`config.mk`:
```
export PLATFORM = sky130hd
export DESIGN_NAME = pipeline_hazard_ctrl
export DESIGN_NICKNAME = d
export VERILOG_FILES = /design/src/rtl/pipeline_hazard_ctrl.sv
export SDC_FILE = /design/constraint.sdc
export NUM_CORES = 1
export LEC_CHECK = 0
export BUFFER_PORTS_ARGS = -buffer_cell sky130_fd_sc_hd__buf_2
export CAP_MARGIN = 20
export CORE_MARGIN = 5
export CORE_UTILIZATION = 45
export DETAILED_ROUTE_END_ITERATION = 10
export GPL_ROUTABILITY_DRIVEN = 1
export GPL_TIMING_DRIVEN = 0
export PLACE_DENSITY = 0.84
export SLEW_MARGIN = 25
export SYNTH_ARGS = -nofsm -noshare
export SYNTH_HDL_FRONTEND = slang
export SYNTH_SLANG_ARGS = --single-unit
```
`constraint.sdc`:
```
create_clock -name clk -period 5.33 [get_ports clk]
set_input_delay 0.7995 -clock clk [delete_from_list [all_inputs] [get_ports clk]]
set_output_delay 0.7995 -clock clk [all_outputs]
set_load 0.05 [all_outputs]
```
`src/rtl/pipeline_hazard_ctrl.sv`:
```
// Hazard detection, EXE operand forwarding and per-stage rst/en control for the 5-stage pipeline.
// Build with `define DEBUG_STEP_EN to add the debug_en/debug_step single-step hold.
module pipeline_hazard_ctrl #(
    parameter int REG_AW         = 5,
    parameter int BRANCH_BUBBLES = 3,
    parameter int MEM_TIMEOUT    = 16
) (
    input  logic              clk,
    input  logic              rst_n,
`ifdef DEBUG_STEP_EN
    input  logic              debug_en,
    input  logic              debug_step,
`endif
    input  logic              id_valid,
    input  logic              id_is_branch,
    input  logic              id_rs_used,
    input  logic              id_rt_used,
    input  logic [REG_AW-1:0] id_rs,
    input  logic [REG_AW-1:0] id_rt,
    input  logic              exe_wb_wen,
    input  logic              exe_mem_ren,
    input  logic [REG_AW-1:0] exe_regw_addr,
    input  logic [REG_AW-1:0] exe_rs,
    input  logic [REG_AW-1:0] exe_rt,
    input  logic              mem_wb_wen,
    input  logic              mem_mem_ren,
    input  logic              mem_mem_wen,
    input  logic [REG_AW-1:0] mem_regw_addr,
    input  logic              mem_ack,
    input  logic              wb_wb_wen,
    input  logic              wb_mem_ren,
    input  logic [REG_AW-1:0] wb_regw_addr,
    output logic              if_rst,
    output logic              if_en,
    output logic              id_rst,
    output logic              id_en,
    output logic              exe_rst,
    output logic              exe_en,
    output logic              mem_rst,
    output logic              mem_en,
    output logic              wb_rst,
    output logic              wb_en,
    output logic [1:0]        exe_fwd_a_ctrl,
    output logic [1:0]        exe_fwd_b_ctrl,
    output logic              load_use_stall,
    output logic              mem_stall,
    output logic              branch_flush,
    output logic              mem_timeout,
    output logic              mem_fsm_state
);

    typedef enum logic {ST_RUN = 1'b0, ST_MEM_WAIT = 1'b1} mem_state_t;

    localparam logic [7:0] TIMEOUT_CNT = 8'(MEM_TIMEOUT);
    localparam logic [2:0] FLUSH_LOAD  = 3'(BRANCH_BUBBLES - 1);

    mem_state_t state;
    logic [7:0] wait_cnt;
    logic [2:0] flush_cnt;
    logic       timeout_q;
    logic       hold;
    logic       mem_access;
    logic       stall_mem;
    logic       stall_lu;

`ifdef DEBUG_STEP_EN
    logic step_q;
    logic step_qq;

    always_ff @(posedge clk or negedge rst_n) begin
        if (!rst_n) begin
            step_q  <= 1'b0;
            step_qq <= 1'b0;
        end else begin
            step_q  <= debug_step;
            step_qq <= step_q;
        end
    end

    // One released cycle per registered rising edge of debug_step.
    assign hold = debug_en && !(step_q && !step_qq);
`else
    assign hold = 1'b0;
`endif

    function automatic logic [1:0] fwd_sel(
        input logic [REG_AW-1:0] src,
        input logic              m_wen,
        input logic              m_ren,
        input logic [REG_AW-1:0] m_addr,
        input logic              w_wen,
        input logic              w_ren,
        input logic [REG_AW-1:0] w_addr
    );
        logic [1:0] sel;
        sel = 2'd0;
        if (src != '0) begin
            // A load still in MEM has no data yet, so it never forwards from EX/MEM.
            if (m_wen && !m_ren && m_addr == src) sel = 2'd1;
            else if (w_wen && w_addr == src)      sel = w_ren ? 2'd3 : 2'd2;
        end
        return sel;
    endfunction

    assign mem_access = mem_mem_ren | mem_mem_wen;

    // The first unacked cycle stalls from RUN; a timed-out access is released to drain out of MEM.
    assign stall_mem = (state == ST_RUN) ? (mem_access && !mem_ack)
                                         : (!mem_ack && wait_cnt != TIMEOUT_CNT);

    assign stall_lu = id_valid && exe_mem_ren && exe_wb_wen && exe_regw_addr != '0 &&
                      ((id_rs_used && id_rs == exe_regw_addr) ||
                       (id_rt_used && id_rt == exe_regw_addr));

    always_ff @(posedge clk or negedge rst_n) begin
        if (!rst_n) begin
            state     <= ST_RUN;
            wait_cnt  <= 8'd0;
            flush_cnt <= 3'd0;
            timeout_q <= 1'b0;
        end else if (!hold) begin
            if (state == ST_RUN) begin
                if (mem_access && !mem_ack) begin
                    state    <= ST_MEM_WAIT;
                    wait_cnt <= 8'd1;
                end
            end else if (mem_ack) begin
                state    <= ST_RUN;
                wait_cnt <= 8'd0;
            end else if (wait_cnt == TIMEOUT_CNT) begin
                state     <= ST_RUN;
                wait_cnt  <= 8'd0;
                timeout_q <= 1'b1;
            end else begin
                wait_cnt <= wait_cnt + 8'd1;
            end

            if (!stall_mem && !stall_lu) begin
                if (flush_cnt != 3'd0)            flush_cnt <= flush_cnt - 3'd1;
                else if (id_valid && id_is_branch) flush_cnt <= FLUSH_LOAD;
            end
        end
    end

    always_comb begin
        if_rst         = 1'b0;
        id_rst         = 1'b0;
        exe_rst        = 1'b0;
        mem_rst        = 1'b0;
        wb_rst         = 1'b0;
        if_en          = 1'b1;
        id_en          = 1'b1;
        exe_en         = 1'b1;
        mem_en         = 1'b1;
        wb_en          = 1'b1;
        load_use_stall = 1'b0;
        mem_stall      = 1'b0;
        branch_flush   = 1'b0;
        exe_fwd_a_ctrl = fwd_sel(exe_rs, mem_wb_wen, mem_mem_ren, mem_regw_addr,
                                 wb_wb_wen, wb_mem_ren, wb_regw_addr);
        exe_fwd_b_ctrl = fwd_sel(exe_rt, mem_wb_wen, mem_mem_ren, mem_regw_addr,
                                 wb_wb_wen, wb_mem_ren, wb_regw_addr);
        if (!rst_n) begin
            if_rst         = 1'b1;
            id_rst         = 1'b1;
            exe_rst        = 1'b1;
            mem_rst        = 1'b1;
            wb_rst         = 1'b1;
            exe_fwd_a_ctrl = 2'd0;
            exe_fwd_b_ctrl = 2'd0;
        end else if (hold) begin
            if_en  = 1'b0;
            id_en  = 1'b0;
            exe_en = 1'b0;
            mem_en = 1'b0;
            wb_en  = 1'b0;
        end else if (stall_mem) begin
            mem_stall = 1'b1;
            if_en     = 1'b0;
            id_en     = 1'b0;
            exe_en    = 1'b0;
            mem_en    = 1'b0;
            wb_rst    = 1'b1;
        end else if (stall_lu) begin
            load_use_stall = 1'b1;
            if_en          = 1'b0;
            id_en          = 1'b0;
            exe_rst        = 1'b1;
        end else if (flush_cnt != 3'd0) begin
            id_rst       = 1'b1;
            branch_flush = 1'b1;
        end else if (id_valid && id_is_branch) begin
            id_rst = 1'b1;
        end
    end

    assign mem_timeout   = timeout_q;
    assign mem_fsm_state = state;

endmodule

```
==> impl_metrics.yaml, run 1 <==
status:
  outcome: "finished, final reports clean"
finish:
  multi_input_area_um2: 846
  final_common_cell: "buf_2"
  final_cell_area_mm2: 0.00164
  seqCellArea_um2: 325
  nets: 269
  area.growth.synth_to_final_pct: 31.9
  layout-drive-gt1-share: 0.388
  mostFrequentLayoutCells: "buf_2 (67), xor2_1 (19), xnor2_1 (14)"
  diodes: 0
  n_fill_cell: 261
sta:
  min_period_ps: 3200
  rsz0062_at_grt: "no"
  fin_crit_sh: 0.600
  clock_skew_ps: 3.89
  setup_viol: 0
  tns_ps: 0
  fmax_ghz: 0.313
  hold_viol: 0
  finalMaxSlewViolations: 0
  worst_slack_ps: 2130
die:
  io_pins: 68
  design.die.area_mm2: 0.00391
  start_util: 0.462
  core-area_mm2: 0.00269
  rows: 19
  fp.dieW_um: 62.5
  die_y_um: 62.5
power:
  power-per-cell-area_mw_per_mm2: 196
  vdd_drop_max_v: 0.000108
  p_leak_nw: 0.792
synthesis:
  netlist.area_leader.share: 0.262
  synth.yosys.warnings: 0
  syn_area_per_cell_um2: 8.61
  synth_cells: 144
  synth_edf_count: 0
  yosysTopAreaCell: "dfrtp_1"
  async_flop_share: 1.00
  ys_seq_area_frac: 0.262
  syn_nets: 198
  synth_area_mm2: 0.00124
  synth.top_cells.by_area: "dfrtp_1 (26%), xor2_1 (13%), xnor2_1 (9.9%), ha_1 (5.0%), o21ai_0 (4.4%)"
  ys_ff_latch: 13
  synth_ff_type: "dfrtp_1"
  ys_types: 39
placement:
  dpl.hpwl_mm: 2.56
  place_congestion: 0.814
  placed_area_mm2: 0.00161
  io_buffers: 66
  dp_slack_ps: 2140
worst_hold_path:
  hold_class: "primary input to async pin"
detailed_routing:
  drtIter0Drc: 41
  drt_wl_total_mm: 2.91
  postRouteAntennaNets: 0
  routedWlPerCell_um: 11.9
  via_per_inst: 5.01
  drt-pass1-iter-count: 6
  vias: 1227
  drc_errors: 0
global_route:
  grt-ovfl-total: 0
  grt_antenna_before_repair: 0
  grt_max_degree: 22
  grt_first_pass_wirelength_mm: 4.74
  grt_usage: 0.143
  grt_pass1_vias: 1159
clock_tree:
  cts-hold-fix-buffers: 0
  cts_buffers: 3
  cts_root_buf: "clkbuf_4"
  cts_tree: "yes"
  htreeDepth: 1
  clockBufferDepth: 2
  cts_resized: 0
  clk_latency_ps: 270
  clock_sinks: 13
  post_cts_buffers: 0
  clk_pin_slew_ps: 70
critical_path:
  worst_path_most_repeated_cell: "buf_2"
  crit_fanout: 3
  cp_num_buf_inv: 3
  worst_path_dominant_cell_family: "simple AND/OR/NAND/NOR gates"
  cp-end-kind: "output port"
  slowest_stage: "or4_4"
  crit_chain: "buf_2 -> or4_4 -> o2111ai_2 -> nor2_1 -> o21ai_0 -> buf_4 -> buf_2"
  crit_path_start_kind: "primary input"
  required_ps: 4530
  setup.worst_path.class: "primary input to output port"
  max_stage_delay_ps: 530
  cp.arrival_ps: 2400
job:
  drv_cap: 0
-- worst reg2reg max path: stages, from the launching register on --
cell	delay (ps)
dfrtp_1	420
inv_1	60
ha_1	180
and4bb_2	270
a311oi_4	420
a21oi_1	100
o21ai_2	140
mux2_4	330
-- final cells by class --
class	count	share of cell area
multi-input cells	117	0.517
repair buffers	66	0.202
flip-flops and latches	13	0.199
well taps	31	0.0237
plain buffers	5	0.0214
inverters	9	0.0207
clock buffers	4	0.0161
-- where the power goes --
group	total [mW]	switching [mW]	leakage, nW	internal, mW
clock network	0.0581	0.0292	0.0150	0.0290
logic	0.146	0.0870	0.604	0.0594
registers	0.117	0.00721	0.173	0.109
total	0.321	0.123	0.792	0.198
-- worst paths after layout --
path                            slack, ps  depth (start not counted)        startpoint           end
worst max-delay path                 2130                          7  exe_regw_addr[1]         if_en
worst max register to register       3290                          7       wait_cnt[0]  flush_cnt[2]
min in group clk                      490                          1       mem_timeout   mem_timeout
max in group asynchronous            4600                          1             rst_n  flush_cnt[0]
worst min register to register        490                          1       mem_timeout   mem_timeout
worst min-delay path                  440                          1             rst_n   wait_cnt[7]
-- metal layers --
layer	vias to the layer above	track usage	wire length, um
li1	633	-	-
met4	0	0.0318	10
met5	-	0	0
met1	547	0.158	1190
met2	45	0.271	1470
met3	2	0.0342	239
-- cells by family (layout without fill, tap and decap cells) --
family	after synthesis	after routing	share of synthesized area
adders and majority gates	5	5	0.0505
buffers and inverters	14	84	0.0555
AOI/OAI and AO/OA	24	24	0.141
DFF	13	13	0.262
xor gates and xnor gates	33	33	0.233
and+or+nand+nor	52	52	0.234
muxes	2	2	0.0202
other	1	1	0.00302
-- synth_stat cells, drive strengths merged, types with 5 or more instances --
master   n
buf      5
dfrtp   13
ha       5
inv      9
nand2   13
nand4    5
nor2     7
nor3     5
o21ai   12
xnor2   14
xor2    19
-- registers in the layout (all words and copies together), names as in the netlist --
signal / flops
flush_cnt: 3
mem_fsm_state: 1
mem_timeout: 1
wait_cnt: 8
-- per-stage QoR --
step            util  total power, mW  hold WS [ps]  cells
2_1_floorplan      -            0.218           488    144
3_3_place_gp   0.599            0.264           461    241
3_5_place_dp   0.599            0.266           477    241
4_1_cts        0.609            0.326           450    245
5_1_grt        0.609            0.349           469    245
6_report       0.609            0.321           444    245
Power figures use the tool's default switching activity.
==> run 2: changes to the inputs <==
--- a/config.mk
+++ b/config.mk
@@ -5,14 +5,15 @@
 export SDC_FILE = /design/constraint.sdc
 export NUM_CORES = 1
 export LEC_CHECK = 0
+export ABC_AREA = 1
 export BUFFER_PORTS_ARGS = -buffer_cell sky130_fd_sc_hd__buf_2
 export CAP_MARGIN = 20
 export CORE_MARGIN = 5
-export CORE_UTILIZATION = 45
+export CORE_UTILIZATION = 42
 export DETAILED_ROUTE_END_ITERATION = 10
 export GPL_ROUTABILITY_DRIVEN = 1
 export GPL_TIMING_DRIVEN = 0
-export PLACE_DENSITY = 0.84
+export PLACE_DENSITY = 0.79
 export SLEW_MARGIN = 25
 export SYNTH_ARGS = -nofsm -noshare
 export SYNTH_HDL_FRONTEND = slang
==> constraint.sdc (replaced) <==
create_clock -name clk -period 2.6 [get_ports clk]
set_input_delay 0.39 -clock clk [delete_from_list [all_inputs] [get_ports clk]]
set_output_delay 0.39 -clock clk [all_outputs]
set_load 0.05 [all_outputs]
==> impl_metrics.yaml, run 2 <==
status:
  outcome: "finished, final reports clean"
sta:
  clock_skew_ps: 4.87
  whs_ps: 26.2
  fmax_ghz: 0.412
  setup_viol: 0
  hold_viol: 0
  min_period_ps: 2430
  rsz0062_at_grt: "no"
  tns_ps: 0
  fin_crit_sh: 0.934
  finalMaxSlewViolations: 0
synthesis:
  synth_ff_type: "dfrtp_1"
  syn_nets: 295
  synth_common_cells: "nand2_1 (72), inv_1 (49), nor2_1 (25)"
  async_flop_share: 1.00
  synth_area_mm2: 0.00146
  synth.top_cells.by_area: "dfrtp_1 (22%), nand2_1 (19%), inv_1 (13%), nor2_1 (6.4%), xor2_1 (5.4%)"
  yosysTopAreaCell: "dfrtp_1"
  synth_edf_count: 0
  synth.yosys.warnings: 0
  ys_seq_area_frac: 0.223
  synth_most_common_cell: "nand2_1"
  synth_cells: 241
  netlist.area_leader.share: 0.223
  ys_ff_latch: 13
  ys_types: 28
  syn_area_per_cell_um2: 6.04
global_route:
  grt_max_degree: 21
  grt_usage: 0.163
  grt-ovfl-total: 0
  grt_pass1_vias: 1490
  grt_antenna_before_repair: 0
  grt_first_pass_wirelength_mm: 5.94
clock_tree:
  cts_buffers: 3
  clk_pin_slew_ps: 90
  htreeDepth: 1
  cts_resized: 0
  cts_tree: "yes"
  clk_latency_ps: 280
  clock_sinks: 13
  cts_root_buf: "clkbuf_4"
  clockBufferDepth: 2
die:
  start_util: 0.436
  fp.dieW_um: 68.9
  core-area_mm2: 0.00334
  io_pins: 68
  design.die.area_mm2: 0.00475
  rows: 21
  die_y_um: 68.9
detailed_routing:
  met2_length_mm: 1.81
  drc_errors: 0
  wl_met1_mm: 1.55
  drt_wl_total_mm: 3.73
  routedWlPerCell_um: 10.4
  drtIter0Drc: 82
  via_per_inst: 4.70
  postRouteAntennaNets: 0
  met3_length_um: 318
  top_layer_used: "met4"
  vias: 1687
  drt-pass1-iter-count: 4
power:
  vdd_drop_max_v: 0.000148
  power-per-cell-area_mw_per_mm2: 425
  p_leak_nw: 1.12
finish:
  mostFrequentLayoutCells: "nand2_1 (72), buf_2 (66), inv_1 (49)"
  largest_register_ffs: 8
  top_regs: "wait_cnt (8), flush_cnt (3)"
  finalNonFillerCells: 359
  largest_register: "wait_cnt"
  layout-drive-gt1-share: 0.284
  area.growth.synth_to_final_pct: 30.9
  final_common_cell: "nand2_1"
  nets: 368
  diodes: 0
critical_path:
  required_ps: 2210
  setup.worst_path.class: "flip-flop to output port"
  crit_path_start_kind: "flip-flop"
  slowest_stage: "dfrtp_1"
  cp-end-kind: "output port"
  crit_fanout: 4
  max_stage_delay_ps: 420
  crit_chain: "inv_1 -> ha_1 -> nand2_1 -> nand3b_4 -> a21oi_4 -> buf_4 -> nor2_4 -> inv_1 -> buf_4 -> buf_2"
  cp.arrival_ps: 2040
worst_hold_path:
  hold_class: "primary input to async pin"
job:
  drv_cap: 0
placement:
  dp.cells: 353
  place_congestion: 0.845
  io_buffers: 66
  dpl.hpwl_mm: 3.19
## run 2: cell types whose count changed in the layout (fill, tap and decap cells not counted), moves of 3 or more
cell	previous run	this run
nor2_1	7	24
xnor2_1	14	1
nand4_1	4	8
and2_1	3	0
o21ai_0	11	14
nand3_1	3	11
xor2_1	19	9
inv_1	9	49
nand2_1	13	72
## run 2: cell type report
| class | instances | area (um2) |
|---|---|---|
| fill | 353 | 1430 |
| multi-input combinational | 174 | 921 |
| timing repair buffer | 68 | 358 |
| sequential | 13 | 325 |
| inverter | 50 | 188 |
| tap | 46 | 57.6 |
| buffer | 4 | 30.0 |
| clock buffer | 3 | 22.5 |
| clock inverter | 1 | 5.00 |
## run 2: timing repair
| item | CTS | global route |
|---|---|---|
| hold buffers | 0 | 0 |
| setup buffers | 0 | 2 |
| endpoints found under the hold margin | 0 | 0 |
| setup endpoints to repair | 0 | 1 |
## run 2: logic make-up after synthesis
| kind of cell | count (synthesis) | synth area share |
|---|---|---|
| adder cells (fa/ha/maj) | 5 | 0.0430 |
| AND/OR/NAND/NOR | 134 | 0.427 |
| flip-flops | 13 | 0.223 |
| other | 1 | 0.00257 |
| buffers and inverters | 54 | 0.149 |
| XOR/XNOR | 10 | 0.0601 |
| AO/OA/AOI/OAI | 24 | 0.0945 |
## run 2: final timing paths
path	startpoint	end	slack, ps	cells after the start
max	wait_cnt[0]	mem_en	170	10
min	rst_n	mem_timeout	30	1
max reg2reg	wait_cnt[0]	flush_cnt[2]	1000	9
min reg2reg	flush_cnt[1]	flush_cnt[1]	480	2
max in group asynchronous	rst_n	wait_cnt[6]	2280	1
min in group clk	mem_ack	wait_cnt[6]	440	4
## run 2: report_power, final
group	switching (mW)	total [mW]	internal (mW)
registers	0.0178	0.247	0.230
logic	0.277	0.434	0.157
clock network	0.0726	0.130	0.0572
total	0.367	0.811	0.444
## run 2: per-stage QoR
step | instance area [um2] | util | worst slack, ps | total power, mW
after global placement | 1850 | 0.555 | 452 | 0.661
after detailed placement | 1850 | 0.555 | 449 | 0.672
final | 1910 | 0.571 | 172 | 0.811
after CTS | 1880 | 0.563 | 129 | 0.802
after global routing | 1910 | 0.571 | 51.5 | 0.877
after floorplan | 1460 | - | 114 | 0.553
## run 2: critical path: cells and delay by family, from the launching register on
| kind | cells | cell delay (ps) |
|---|---|---|
| fa+ha+maj | 1 | 150 |
| flops | 1 | 420 |
| buf+inv | 5 | 670 |
| simple gates | 3 | 250 |
| compound gates | 1 | 240 |
## run 2: layer usage
metal / global-route usage / vias to the layer above
met3: 0.0211 / 9
met5: 0 / -
met1: 0.187 / 728
li1: - / 884
met4: 0.0560 / 0
met2: 0.307 / 66
